File: src/rtl/dmem_access_ctrl.sv
// Purpose: arbitrates two requesters (core, debug loader) onto one word-wide single-ported data memory.
// Latency: from accept, error response +1, store response +2 (write at +1), load response +3 (read issued at +1).
// Backpressure: req_ready only in IDLE for the round-robin winner; responses are one-cycle strobes, never stalled.
module dmem_access_ctrl #(
    parameter int MEM_WORDS_LOG2 = 12
) (
    input  logic                      clk,
    input  logic                      reset,
    input  logic [1:0]                req_valid,
    output logic [1:0]                req_ready,
    input  logic [1:0]                req_we,
    input  logic [3:0]                req_size,
    input  logic [1:0]                req_unsigned,
    input  logic [63:0]               req_addr,
    input  logic [63:0]               req_wdata,
    output logic [1:0]                rsp_valid,
    output logic [31:0]               rsp_rdata,
    output logic                      rsp_err,
    output logic                      mem_en,
    output logic                      mem_we,
    output logic [3:0]                mem_be,
    output logic [MEM_WORDS_LOG2-1:0] mem_addr,
    output logic [31:0]               mem_wdata,
    input  logic [31:0]               mem_rdata
);

    localparam logic [1:0] SZ_BYTE = 2'd0;
    localparam logic [1:0] SZ_HALF = 2'd1;
    localparam logic [1:0] SZ_WORD = 2'd2;

    typedef enum logic [1:0] {
        IDLE   = 2'd0,
        ACCESS = 2'd1,
        WAIT   = 2'd2,
        RESP   = 2'd3
    } state_t;

    // Only the in-range part of the byte address is kept; out-of-range requests never reach memory.
    typedef struct packed {
        logic                      we;
        logic [1:0]                size;
        logic                      uns;
        logic [MEM_WORDS_LOG2+1:0] addr;
        logic [31:0]               wdata;
    } req_t;

    state_t      state;
    state_t      state_nxt;
    req_t        cur_q;
    req_t        sel_req;
    logic [31:0] sel_addr;
    logic        grant_sel;
    logic        grant_q;
    logic        last_grant_q;
    logic        sel_err;
    logic        err_q;
    logic        accept;
    logic [31:0] rdata_q;
    logic [31:0] load_fmt;
    logic [7:0]  byte_sel;
    logic [15:0] half_sel;

    // Round-robin winner selection and mux of the winner's payload.
    always_comb begin
        grant_sel = 1'b0;
        if (req_valid == 2'b11) begin
            grant_sel = ~last_grant_q;
        end else begin
            grant_sel = req_valid[1];
        end
        sel_addr      = grant_sel ? req_addr[63:32] : req_addr[31:0];
        sel_req.we    = grant_sel ? req_we[1] : req_we[0];
        sel_req.size  = grant_sel ? req_size[3:2] : req_size[1:0];
        sel_req.uns   = grant_sel ? req_unsigned[1] : req_unsigned[0];
        sel_req.addr  = sel_addr[MEM_WORDS_LOG2+1:0];
        sel_req.wdata = grant_sel ? req_wdata[63:32] : req_wdata[31:0];
        accept        = (state == IDLE) && (|req_valid);
    end

    // Size, alignment and range checks on the request currently being offered.
    always_comb begin
        sel_err = 1'b0;
        case (sel_req.size)
            SZ_BYTE: sel_err = 1'b0;
            SZ_HALF: sel_err = sel_addr[0];
            SZ_WORD: sel_err = |sel_addr[1:0];
            default: sel_err = 1'b1;
        endcase
        if ((sel_addr >> (MEM_WORDS_LOG2 + 2)) != 32'd0) begin
            sel_err = 1'b1;
        end
    end

    // Extract and extend the addressed byte/half from the read word returned in WAIT.
    always_comb begin
        case (cur_q.addr[1:0])
            2'd0:    byte_sel = mem_rdata[7:0];
            2'd1:    byte_sel = mem_rdata[15:8];
            2'd2:    byte_sel = mem_rdata[23:16];
            default: byte_sel = mem_rdata[31:24];
        endcase
        half_sel = cur_q.addr[1] ? mem_rdata[31:16] : mem_rdata[15:0];
        case (cur_q.size)
            SZ_BYTE: load_fmt = {{24{~cur_q.uns & byte_sel[7]}}, byte_sel};
            SZ_HALF: load_fmt = {{16{~cur_q.uns & half_sel[15]}}, half_sel};
            default: load_fmt = mem_rdata;
        endcase
    end

    // Memory address and lane-replicated write data follow the latched request.
    always_comb begin
        mem_addr = cur_q.addr[MEM_WORDS_LOG2+1:2];
        case (cur_q.size)
            SZ_BYTE: mem_wdata = {4{cur_q.wdata[7:0]}};
            SZ_HALF: mem_wdata = {2{cur_q.wdata[15:0]}};
            default: mem_wdata = cur_q.wdata;
        endcase
    end

    // Next-state and per-state outputs.
    always_comb begin
        state_nxt = state;
        req_ready = 2'b00;
        mem_en    = 1'b0;
        mem_we    = 1'b0;
        mem_be    = 4'b0000;
        rsp_valid = 2'b00;
        rsp_err   = 1'b0;
        rsp_rdata = 32'd0;
        case (state)
            IDLE: begin
                if (accept) begin
                    req_ready = grant_sel ? 2'b10 : 2'b01;
                    state_nxt = sel_err ? RESP : ACCESS;
                end
            end
            ACCESS: begin
                mem_en = 1'b1;
                mem_we = cur_q.we;
                case (cur_q.size)
                    SZ_BYTE: mem_be = 4'b0001 << cur_q.addr[1:0];
                    SZ_HALF: mem_be = cur_q.addr[1] ? 4'b1100 : 4'b0011;
                    default: mem_be = 4'b1111;
                endcase
                state_nxt = cur_q.we ? RESP : WAIT;
            end
            WAIT: begin
                state_nxt = RESP;
            end
            RESP: begin
                rsp_valid = grant_q ? 2'b10 : 2'b01;
                rsp_err   = err_q;
                rsp_rdata = rdata_q;
                state_nxt = IDLE;
            end
            default: state_nxt = IDLE;
        endcase
    end

    // State register; reset abandons any transaction in flight.
    always_ff @(posedge clk) begin
        if (reset) begin
            state <= IDLE;
        end else begin
            state <= state_nxt;
        end
    end

    // Request latch, arbitration history and load result register.
    always_ff @(posedge clk) begin
        if (reset) begin
            cur_q        <= '0;
            grant_q      <= 1'b0;
            last_grant_q <= 1'b1;
            err_q        <= 1'b0;
            rdata_q      <= 32'd0;
        end else begin
            if (accept) begin
                cur_q        <= sel_req;
                grant_q      <= grant_sel;
                last_grant_q <= grant_sel;
                err_q        <= sel_err;
                rdata_q      <= 32'd0;
            end
            if (state == WAIT) begin
                rdata_q <= load_fmt;
            end
        end
    end

endmodule

File: config.mk
export PLATFORM = sky130hd
export DESIGN_NAME = dmem_access_ctrl
export DESIGN_NICKNAME = d
export VERILOG_FILES = /design/src/rtl/dmem_access_ctrl.sv
export SDC_FILE = /design/constraint.sdc
export NUM_CORES = 1
export LEC_CHECK = 0
export ABC_AREA = 1
export BUFFER_PORTS_ARGS = -buffer_cell sky130_fd_sc_hd__buf_2
export CAP_MARGIN = 30
export CELL_PAD_IN_SITES_DETAIL_PLACEMENT = 1
export CELL_PAD_IN_SITES_GLOBAL_PLACEMENT = 1
export CORE_UTILIZATION = 30
export DETAILED_ROUTE_END_ITERATION = 7
export PLACE_DENSITY = 0.77
export SYNTH_ARGS = -nofsm -noshare
export SYNTH_HDL_FRONTEND = slang
export SYNTH_SLANG_ARGS = --single-unit
File: constraint.sdc
create_clock -name clk -period 2.3 [get_ports clk]
set_input_delay 0.69 -clock clk [delete_from_list [all_inputs] [get_ports clk]]
set_output_delay 0.69 -clock clk [all_outputs]
set_load 0.005 [all_outputs]
# Yosys cells after proc, flatten, opt, wreduce, memory -nomap -nowiden
# Cells that the tools add are included.
[word_totals]
elab_cells = 64
ff_bits = 87
in_bits = 172
[classes]
n_mux = 30
n_bitwise = 4
shifts = 1
n_reduce_logical = 9
eq_ne = 10
[op_table]
columns = ["operator", "n"]
rows = [
  ["two-way mux 32 bit", 5],
  ["one-hot mux 32 bit (2 select lines)", 2],
  ["nonzero test 32 bit", 1],
  ["one-hot mux 8 bit (3 select lines)", 1],
  ["two-way mux 16 bit", 1],
  ["two-way mux 2 bit", 8],
  ["equality test 2 bit, second input constant", 5],
  ["equality test 2 x 1 -> 1 bit, second input constant", 4],
  ["logical NOT 2 bit", 4],
  ["two-way mux 1 bit", 8],
  ["two-way mux 4 bit", 2],
  ["one-hot mux 2 bit (4 select lines)", 1],
  ["one-hot mux 4 bit (2 select lines)", 1],
  ["OR reduction 2 bit", 2],
  ["left shift 1 x 2 -> 4 bit, first input constant", 1],
  ["one-hot mux 1 bit (3 select lines)", 1],
  ["bitwise AND 1 bit", 2],
  ["inequality test 2 bit, second input constant", 1],
  ["NOT 1 bit", 2],
  ["nonzero test 2 bit", 1],
  ["logical AND 1 bit", 1],
]

# Depth between registers and ports, before layout
[depth]
depth_word = 9
mapped_depth = 11
ltp_nobuf = 10

# Worst setup path before layout
# No wires, ideal clock.
[synth_timing]
path_type = "input -> output"
start = "input port req_valid[0]"
end = "output port req_ready[0]"
path_slack_ns = 0.204
path_stages = 6
n_path_buf = 2
required_ns = 1.610
arrival_time_ns = 1.406
cell_sequence = "nand2_1 > nand2_1 > nand2_1 > inv_1 > buf_2 > buf_2"
[synth_via]
elab_chain_cells = 5
word_cells_on_any_way = 7
cone_classes = "eq/ne: 1; mux: 4; reduce/logical: 2"
[synth_rtl]
columns = ["element", "line", "text"]
rows = [
  ["from (decl)", "9", "input logic [1:0] req_valid,"],
  ["equality test 2 bit", "66", "if (req_valid == 2'b11) begin"],
  ["two-way mux 1 bit", "66", ""],
  ["two-way mux 2 bit", "133", "req_ready = grant_sel ? 2'b10 : 2'b01;"],
  ["two-way mux 2 bit (*)", "132", "if (accept) begin"],
  ["two-way mux 2 bit (*)", "130", "case (state)"],
  ["to (decl)", "10", "output logic [1:0] req_ready,"],
]
# Every way passes the cells marked *; elsewhere a longest branch is shown, timed or not.

# Worst setup path in the final report
[layout_timing]
start = "register cur_q[32] in the netlist's numbering"
end = "output port mem_be[1]"
[layout_via]
elab_chain_cells = 3
[layout_rtl]
columns = ["element", "line", "text"]
rows = [
  ["from (decl)", "49", "req_t cur_q;"],
  ["from (signal assigned)", "179", "cur_q <= sel_req;"],
  ["left shift 1 x 2 -> 4 bit", "141", "SZ_BYTE: mem_be = 4'b0001 << cur_q.addr[1:0];"],
  ["one-hot mux 4 bit (2 select lines)", "140", "case (cur_q.size)"],
  ["two-way mux 4 bit", "130", ""],
  ["to (decl)", "21", "output logic [3:0] mem_be,"],
]
# No other way between the ends.

==> flow_summary.toml <==
[pwr]
p_leak_nw = 3.50
ir_drop_v = 0.000450
p_sw_share_pct = 42.6
p_per_area_nw_per_um2 = 921
internal_power_w = 0.00359
combPwrFrac_pct = 44.5
power.switching_w = 0.00267
seqPwrFrac_pct = 32.9
p_total_w = 0.00625
clockPowerShare_pct = 22.6

[clock_network]
htreeDepth = 3
post-cts-setup-buffers = 0
root_buffer = "clkbuf_16"
clk_pin_slew_ns = 0.07
cts.repair.resized = 6
worstSkewPairLatency_ns = 0.35
clock-sinks = 87
clock_path_buffers = 2
cts_buffers = 9
tritoncts = "built"
cts_hold_buf = 0

[final_layout]
mostFrequentLayoutCells = "292 x nand2_1, 258 x buf_2, 85 x inv_1"
final_util_pct = 41.1
drive_gt1_share_pct = 32.3
regArea_um2 = 1750
layout.nets = 1211
stdcell_area_um2 = 6790
diodes = 0
n_fill_cell = 2285
area_delta_synth_final_pct = 33.8
multiInputGateArea_um2 = 2660
final_common_cell = "nand2_1"

[synthesis]
ys_types = 30
synth_top_area_share_pct = 34.3
postSynthAreaPerCell_um2 = 6.23
syn-cell-area_um2 = 5070
synth_top_family_by_area = "simple AND/OR/NAND/NOR gates"
synthCells = 814
synth_area_leaders = "dfxtp_1 34%, nand2_1 22%, inv_1 6.5%"
synth_nets = 990
synthMuxAreaShare_pct = 0
synth_xor_area_share_pct = 0
synth-seq-cells = 87
synth_warnings = 0
yosysSeqAreaShare_pct = 34.3
synth_adder_area_share_pct = 0.986
yosysTopAreaCell = "dfxtp_1"
synth-simple-area-share_pct = 32.1
synth_compound_area_share_pct = 18.8

[place]
port_buffers = 258
place.gp.congestion = 0.828
post-dp-hpwl_um = 14600
place_area_um2 = 6490

[route]
ant_nets = 0
totalWireLength_um = 19400
drt_iter0_markers = 224
vias_per_cell = 4.79
drcViolationCount = 0
post_drt_wl_per_cell_um = 15.4
dr.pass1.iters = 4
vias = 6030

[grt]
grt_use_met3_pct = 6.61
antenna_found_initial = 0
grt_pass1_vias = 6194
grt_pass1_wl_um = 31000
met2_usage_pct = 41.4
grt_max_degree = 48
track_usage_pct = 22.5
grt_overflow = 0
grtUsageMet1_pct = 24.5
grt.busiest_layer = "met2"

[floorplan]
num_io_pins = 259
die-area_um2 = 17400
die_h_um = 132
coreArea_um2 = 16500
initial_core_util_pct = 30.7
fp-row-count = 47
die_w_um = 132

[worst_setup_path]
worstPathArrival_ns = 1.51
startpoint_type = "flop"
reg2reg_from = "state[1]"
cp.required_ns = 1.61
critPathMaxFanout = 8
slowest_delay_ns = 0.42
critical_path_class = "flop to primary output"
end_kind = "primary output"
crit_chain = "nand2_1, a211oi_2, buf_2"
cp-startpoint = "cur_q[32]"
cp_slowest_cell = "dfxtp_1"

[timing]
max_freq_ghz = 0.455
maxSlewViolCount = 0
fin_setup_tns_ns = 0
hold_viol_final = 0
setup_viol = 0
rsz0062_at_grt = "false"
tightest_slew_ns = 0.423
clock_skew_ns = 0.00693
min_period_over_period_pct = 95.6
relSlewSlack_pct = 71.8
fin_crit_ns = 2.20

[job]
drv_cap = 0

[worst_hold_path]
min_from = "rdata_q[1]"
worstHoldPathType = "flop to flop"

[run_status]
status = "finished, final reports clean"
-- registers in the layout, summed over array words and instances (netlist names) --
name          count
cur_q            38
err_q             1
grant_q           1
last_grant_q      1
mem_addr         12
rdata_q          32
state             2
-- power groups by stage --
stage,clock network [W],registers (W),logic [W]
3_3_place_gp,0,0.00207,0.00275
5_1_grt,0.00152,0.00209,0.00312
6_report,0.00141,0.00206,0.00278
3_5_place_dp,0,0.00208,0.00279
4_1_cts,0.00145,0.00206,0.00282
2_1_floorplan,0,0.00199,0.00186
-- worst max-delay path, delay by kind of cell, from the launching register on --
family                 cells  cell delay (ns)
AO/OA/AOI/OAI              1             0.33
AND/OR/NAND/NOR            1             0.25
flip-flops                 1             0.42
buffers and inverters      1             0.16
-- kinds of logic after synthesis --
| kind of cell | after synthesis |
|---|---|
| DFF | 87 |
| and+or+nand+nor | 401 |
| AOI/OAI and AO/OA | 165 |
| adders and majority gates | 4 |
| buffers and inverters | 157 |
-- cell usage after synthesis (all sizes together) --
| master | instances |
|---|---|
| a211oi | 1 |
| a21oi | 76 |
| a31oi | 36 |
| buf | 33 |
| clkbuf | 32 |
| clkinv | 1 |
| dfxtp | 87 |
| ha | 4 |
| inv | 91 |
| nand2 | 303 |
| nand3 | 25 |
| nand3b | 2 |
| nor2 | 69 |
| o211ai | 5 |
| o21ai | 37 |
| o221ai | 3 |
| o22ai | 7 |
| or2 | 2 |
-- worst paths after layout --
| path | slack, ns | end | depth (start not counted) |
|---|---|---|---|
| max | 0.10 | mem_be[1] | 3 |
| min | 0.46 | rdata_q[1] | 2 |
| max reg2reg | 0.48 | mem_addr[0] | 9 |
| min reg2reg | 0.46 | rdata_q[1] | 2 |
-- metal layers --
layer	part of all wire (%)	wire (µm)	up-vias
met4	1.7	326	0
met5	0	0	-
met2	51	9860	203
li1	-	-	2996
met1	40	7750	2812
met3	7.8	1510	19
-- final cells by class --
type	count	area share, %
sequential	87	25.7
clock inverter	6	0.682
timing repair buffer	275	21.9
multi-input combinational	570	39.2
clock buffer	10	3.37
tap	220	4.06
inverter	92	5.14
-- stage by stage --
| step | hold slack, ns | cells | setup WS [ns] |
|---|---|---|---|
| 6_report | 0.465 | 1260 | 0.100 |
| 5_1_grt | 0.487 | 1260 | 0.00996 |
| 4_1_cts | 0.467 | 1260 | 0.00801 |
| 3_5_place_dp | 0.456 | 1244 | 0.174 |
| 3_3_place_gp | 0.452 | 1244 | 0.189 |
| 2_1_floorplan | 0.429 | 814 | 0.204 |
Power figures use the tool's default switching activity.
